<file path="config.mk">
export PLATFORM = sky130hd
export DESIGN_NAME = cdda_sector_feeder
export DESIGN_NICKNAME = d
export VERILOG_FILES = /design/src/rtl/cdda_sector_feeder.sv
export SDC_FILE = /design/constraint.sdc
export NUM_CORES = 1
export LEC_CHECK = 0
export CAP_MARGIN = 10
export CORE_ASPECT_RATIO = 0.75
export CORE_MARGIN = 2
export CORE_UTILIZATION = 30
export CTS_CLUSTER_DIAMETER = 100
export DETAILED_ROUTE_END_ITERATION = 10
export HOLD_SLACK_MARGIN = 0.08
export PLACE_DENSITY = 0.54
export SYNTH_ARGS = -nofsm -noshare
export SYNTH_HDL_FRONTEND = slang
export SYNTH_SLANG_ARGS = --single-unit
export TNS_END_PERCENT = 50
</file>
<file path="constraint.sdc">
create_clock -name CLK -period 4.8 [get_ports CLK]
set_input_delay 0.48 -clock CLK [delete_from_list [all_inputs] [get_ports CLK]]
set_output_delay 0.48 -clock CLK [all_outputs]
set_load 0.05 [all_outputs]
</file>
<file path="src/rtl/cdda_sector_feeder.sv">
// Streams one raw CD-DA sector from sector memory into the audio FIFO write port.
// Latency: 3 cycles per 16-bit word at best (FETCH, STROBE, HOLD); DONE 1 cycle after the last HOLD.
// Backpressure: FIFO_READY is sampled once per sector before the first fetch; MEM_RD is held until MEM_ACK.
//
// Ports:
//   CLK, nRESET          clock, synchronous active-low reset
//   START, BASE          begin a sector at word address BASE (ignored while BUSY)
//   ABORT                stop the sector; an odd word count is padded with one zero word
//   MUTE                 replace fetched data with 0x0000
//   MEM_RD/ADDR/ACK/DATA memory read handshake (level request, one-cycle ack with data)
//   FIFO_READY           FIFO has room for a whole sector
//   FIFO_WR, FIFO_DOUT   rising-edge write strobe and data to the FIFO
//   BUSY, DONE           not idle / one-cycle completion pulse
module cdda_sector_feeder #(
    parameter int SECTOR_WORDS = 1176,
    parameter int ADDR_W       = 21
) (
    input  logic              CLK,
    input  logic              nRESET,
    input  logic              START,
    input  logic [ADDR_W-1:0] BASE,
    input  logic              ABORT,
    input  logic              MUTE,
    output logic              MEM_RD,
    output logic [ADDR_W-1:0] MEM_ADDR,
    input  logic              MEM_ACK,
    input  logic [15:0]       MEM_DATA,
    input  logic              FIFO_READY,
    output logic              FIFO_WR,
    output logic [15:0]       FIFO_DOUT,
    output logic              BUSY,
    output logic              DONE
);

    localparam int CNT_W = (SECTOR_WORDS > 1) ? $clog2(SECTOR_WORDS) : 1;

    typedef enum logic [2:0] {
        S_IDLE,
        S_WAIT_READY,
        S_FETCH,
        S_STROBE,
        S_HOLD,
        S_PAD,
        S_FINISH
    } state_t;

    state_t              state_q;
    logic [ADDR_W-1:0]   base_q;
    logic [CNT_W-1:0]    count_q;
    logic                phase_q;     // 1 when an odd number of words has been written
    logic                pad_q;       // current STROBE/HOLD pair is the abort pad word
    logic                mem_rd_q;
    logic [ADDR_W-1:0]   mem_addr_q;
    logic                fifo_wr_q;
    logic [15:0]         fifo_dout_q;
    logic                done_q;

    logic [CNT_W-1:0]    count_d;
    logic [ADDR_W-1:0]   next_addr_d;
    logic                last_word;
    logic                sent_odd;
    logic                abort_hit;

    assign count_d     = count_q + CNT_W'(1);
    assign next_addr_d = base_q + ADDR_W'(count_d);
    assign last_word   = (count_q == CNT_W'(SECTOR_WORDS - 1));

    // A word in STROBE or HOLD is already in the FIFO but the phase bit only
    // toggles at the end of HOLD, so fold it in when deciding whether to pad.
    assign sent_odd = phase_q ^ ((state_q == S_STROBE) || (state_q == S_HOLD));

    // The pad STROBE/HOLD pair belongs to PAD and cannot itself be aborted.
    assign abort_hit = ABORT && !pad_q &&
                       ((state_q == S_WAIT_READY) || (state_q == S_FETCH) ||
                        (state_q == S_STROBE)     || (state_q == S_HOLD));

    always_ff @(posedge CLK) begin
        if (!nRESET) begin
            state_q     <= S_IDLE;
            base_q      <= '0;
            count_q     <= '0;
            phase_q     <= 1'b0;
            pad_q       <= 1'b0;
            mem_rd_q    <= 1'b0;
            mem_addr_q  <= '0;
            fifo_wr_q   <= 1'b0;
            fifo_dout_q <= '0;
            done_q      <= 1'b0;
        end else begin
            done_q <= 1'b0;
            if (abort_hit) begin
                // FIFO_DOUT is left alone so a word strobed this cycle still
                // holds for the FIFO's second sampling cycle.
                mem_rd_q  <= 1'b0;
                fifo_wr_q <= 1'b0;
                state_q   <= sent_odd ? S_PAD : S_IDLE;
            end else begin
                case (state_q)
                    S_IDLE: begin
                        if (START) begin
                            base_q  <= BASE;
                            count_q <= '0;
                            phase_q <= 1'b0;
                            pad_q   <= 1'b0;
                            state_q <= S_WAIT_READY;
                        end
                    end
                    S_WAIT_READY: begin
                        if (FIFO_READY) begin
                            mem_rd_q   <= 1'b1;
                            mem_addr_q <= base_q;
                            state_q    <= S_FETCH;
                        end
                    end
                    S_FETCH: begin
                        if (MEM_ACK) begin
                            fifo_dout_q <= MUTE ? 16'h0000 : MEM_DATA;
                            mem_rd_q    <= 1'b0;
                            fifo_wr_q   <= 1'b1;
                            state_q     <= S_STROBE;
                        end
                    end
                    S_STROBE: begin
                        fifo_wr_q <= 1'b0;
                        state_q   <= S_HOLD;
                    end
                    S_HOLD: begin
                        if (pad_q) begin
                            pad_q   <= 1'b0;
                            state_q <= S_IDLE;
                        end else begin
                            count_q <= count_d;
                            phase_q <= ~phase_q;
                            if (last_word) begin
                                done_q  <= 1'b1;
                                state_q <= S_FINISH;
                            end else begin
                                mem_rd_q   <= 1'b1;
                                mem_addr_q <= next_addr_d;
                                state_q    <= S_FETCH;
                            end
                        end
                    end
                    S_PAD: begin
                        // Entry cycle kept strobe-free with data unchanged; the
                        // zero word is strobed on the following cycle.
                        fifo_dout_q <= 16'h0000;
                        fifo_wr_q   <= 1'b1;
                        pad_q       <= 1'b1;
                        state_q     <= S_STROBE;
                    end
                    S_FINISH: begin
                        state_q <= S_IDLE;
                    end
                    default: begin
                        state_q <= S_IDLE;
                    end
                endcase
            end
        end
    end

    assign MEM_RD    = mem_rd_q;
    assign MEM_ADDR  = mem_addr_q;
    assign FIFO_WR   = fifo_wr_q;
    assign FIFO_DOUT = fifo_dout_q;
    assign DONE      = done_q;
    assign BUSY      = (state_q != S_IDLE);

endmodule

</file>
==> results.md <==
* Global route overflow at 0
* Worst path top cell family by delay: compound AO/OA/AOI/OAI gates
* Post-synth EDFFs at 0
* Skew-Pair Late Insertion Delay at 0.33 ns
* Post-place setup slack at between 1.5 and 2 ns
* Vias per cell at 5.016
* Reg power frac at 0.365
* Crit end category: flip-flop
* Drt first pass iters at 5
* Number of global-route vias before repair at 3570
* Layout Nets at about 640
* Synth Area in Adders at 0.05471
* XOR/XNOR Fraction of Synth Area at 0.05005
* Post-synthesis mux area share at 0.004974
* Worst Path Buf+Inv at 0
* Synth async-reset ratio at 0
* Mean Syn Cell Area at 7.939 µm²
* Synth warn at 0
* Commonest non-fill, non-tap cell in the layout: nand2_1
* Final Cycle Share at 0.6379
* Post-cts hold buffer count at 0
* Compound-gate portion of the synthesized area at 0.2182
* Final hold violations at 0
* Largest family of logic cells by synthesized area: simple AND/OR/NAND/NOR gates
* Rows at 36
* Final setup viols at 0
* Netlist cell types at 59
* Tmin final at around 3 ns
* Net Sw Power at 0.7554 mW
* Cells after Synth at 507
* Setup ws final at roughly 1.7 ns
* Initial DRC count at 271
* GR Util All Layers at 0.1550
* MaxCap Viol Count at 0
* Clock Tree Buf Depth at 2
* CORE AREA at 13060 µm²
* Post-CTS resize count at 0
* Root Buffer: clkbuf_16
* R2R setup slack at between 1.5 and 2 ns
* Dominant synthesized flop cell: dfxtp_1
* CTS tree: done
* Critical Path RT at 4.97 ns
* P_int at 1.452 mW
* Layout cells sized above 1 at 0.06186
* Setup tns final at 0 ns
* Vert. Die Dim at approximately 100 µm
* # diodes at 0
* Maximum fanout along the worst path at 8
* IO Pins at 85
* Die footprint at 14370 µm²
* Slew Viols, Final at 0
* WHS at 0.4469 ns
* Number of buffers created by CTS at 9
* Power Density at 414.4 nW/µm²
* Actual slew at the worst max-slew pin at approximately 1.1 ns
* Commonest cells after routing, fill and taps aside: nand2_1 (95), clkdlybuf4s50_1 (84), dfxtp_1 (77)
* Final RePlAce weighted congestion at 0.8549
* Top-area cell type share of the netlist area at 0.3830
* Port Buffers at 84
* Critical path launch point type: flip-flop
* Antenna viol nets, final at 0
* Synth top area cells: dfxtp_1 (38%), nand2_1 (8.9%), a21oi_1 (6.0%)
* Setup repair bufs after CTS at 0
* Headroom to the max-slew limit at 0.2531
* Crit-path max cell delay at 0.45 ns
* Wire per inst at roughly 14 µm
* Syn Nets at about 570
* Clock H-tree levels at 3
* Netlist area before placement at 4025 µm²
* Clock skew at about 0.0069 ns
* Synthesized flop and latch total at 77
* Routed wire length at 10750 µm
* Vias at 3777
* Starting Density at 0.3081
* Clock Sinks at 77
* Antenna violations before repair at 0
* Crit path kind: reg -> reg
* Drc violations at 0
* Logic pwr share at 0.288
* Switching Share at 0.3422
* Peak VDD IR at 0.2472 mV
* Area growth, synth to finish at 32.36%
* Min-Delay Path Class: reg -> reg
* Die W at 137.8 µm
* Post-synthesis simple-gate area fraction at 0.2456
* Status: finished clean
* Post-synthesis sequential area ratio at 0.3830
* Largest net degree at the start of global routing at just over 40
* Leakage at a little under 2 nW
* Slowest CP cell: a31oi_2
* Clock Power Share at 0.348
* Final core occ at 0.4079
* Fmax at 326.6 MHz
* Worst-path clk slew at approximately 0.060 ns
* DP HPWL at 7583 µm
* Post-synth top area cell: dfxtp_1
* First-pass GRT wire length at 17780 µm
* Data arrival, critical path at 3.23 ns
* RSZ-0062 raised after global routing: false
* Worst path cell trace: ha_1 > and3_1 > nand4_1 > xnor2_1 > ha_1 > and3_1 > and2_1 > o21ai_0 > a31oi_2 > a21bo_2 > a31oi_1
tightest hold or removal path, cell delays in order, from the launching register on:
cell and delay, ns:
dfxtp_1 0.31, nand2_1 0.05, o21ai_1 0.05
synthesized netlist by cell type (8+ instances only):
cell type  instances
nor2_1            29
ha_1              16
a31oi_1           13
dfxtp_1           77
and3_1             9
nand2_1           95
inv_1             14
xor2_1            10
a21o_1             9
o21ai_1            8
o21ai_0           35
a21oi_1           48
nand3_1           26
clkbuf_1          17
xnor2_1           13
final timing paths:
kind                     start           end  depth (start not counted)
setup / recovery    count_q[0]  MEM_ADDR[16]                         11
hold / removal    FIFO_DOUT[2]  FIFO_DOUT[2]                          2
setup reg to reg    count_q[0]  MEM_ADDR[16]                         11
hold reg to reg   FIFO_DOUT[2]  FIFO_DOUT[2]                          2
layer usage:
layer / global-route usage / vias up / share of wire
li1: - / 1923 / -
met1: 0.2280 / 1757 / 0.54
met2: 0.2299 / 93 / 0.42
met3: 0.03265 / 4 / 0.038
met4: 0.03571 / 0 / 0.0058
met5: 0 / - / 0
power by group through the flow:
| stage | clock network (mW) | registers (mW) | logic [mW] |
|---|---|---|---|
| final | 0.767 | 0.805 | 0.635 |
| after global routing | 0.814 | 0.820 | 0.691 |
| after CTS | 0.785 | 0.806 | 0.638 |
| after detailed placement | 0 | 0.818 | 0.636 |
| after global placement | 0 | 0.816 | 0.629 |
| after floorplan | 0 | 0.905 | 0.345 |
through the flow:
stage	area (µm²)	std cells	power [mW]
4_1_cts	5328	753	2.229
3_3_place_gp	4997	738	1.445
6_report	5328	753	2.208
5_1_grt	5328	753	2.326
3_5_place_dp	4997	738	1.454
2_1_floorplan	4025	507	1.250
state kept, by name, indices dropped and copies added (netlist names):
| name | count |
|---|---|
| count_q | 11 |
| FIFO_DOUT | 16 |
| phase_q | 1 |
| MEM_ADDR | 21 |
| state_q | 3 |
| pad_q | 1 |
| DONE | 1 |
| base_q | 21 |
| MEM_RD | 1 |
| FIFO_WR | 1 |
area by class of cell:
class                      count  area, µm²
timing repair buffer          87      863.3
sequential                    77       1541
fill                        1324       7735
inverter                      15      56.30
multi-input combinational    388       2322
clock buffer                  11      232.7
tap                          171      214.0
clock inverter                 4      97.59
cell families after synthesis:
kind of cell | Yosys count
buffers and inverters | 42
AO/OA/AOI/OAI | 142
AND/OR/NAND/NOR | 204
flip-flops | 77
XOR/XNOR | 23
adder cells (fa/ha/maj) | 17
multiplexers | 2
(Power assumes the default switching activity.)
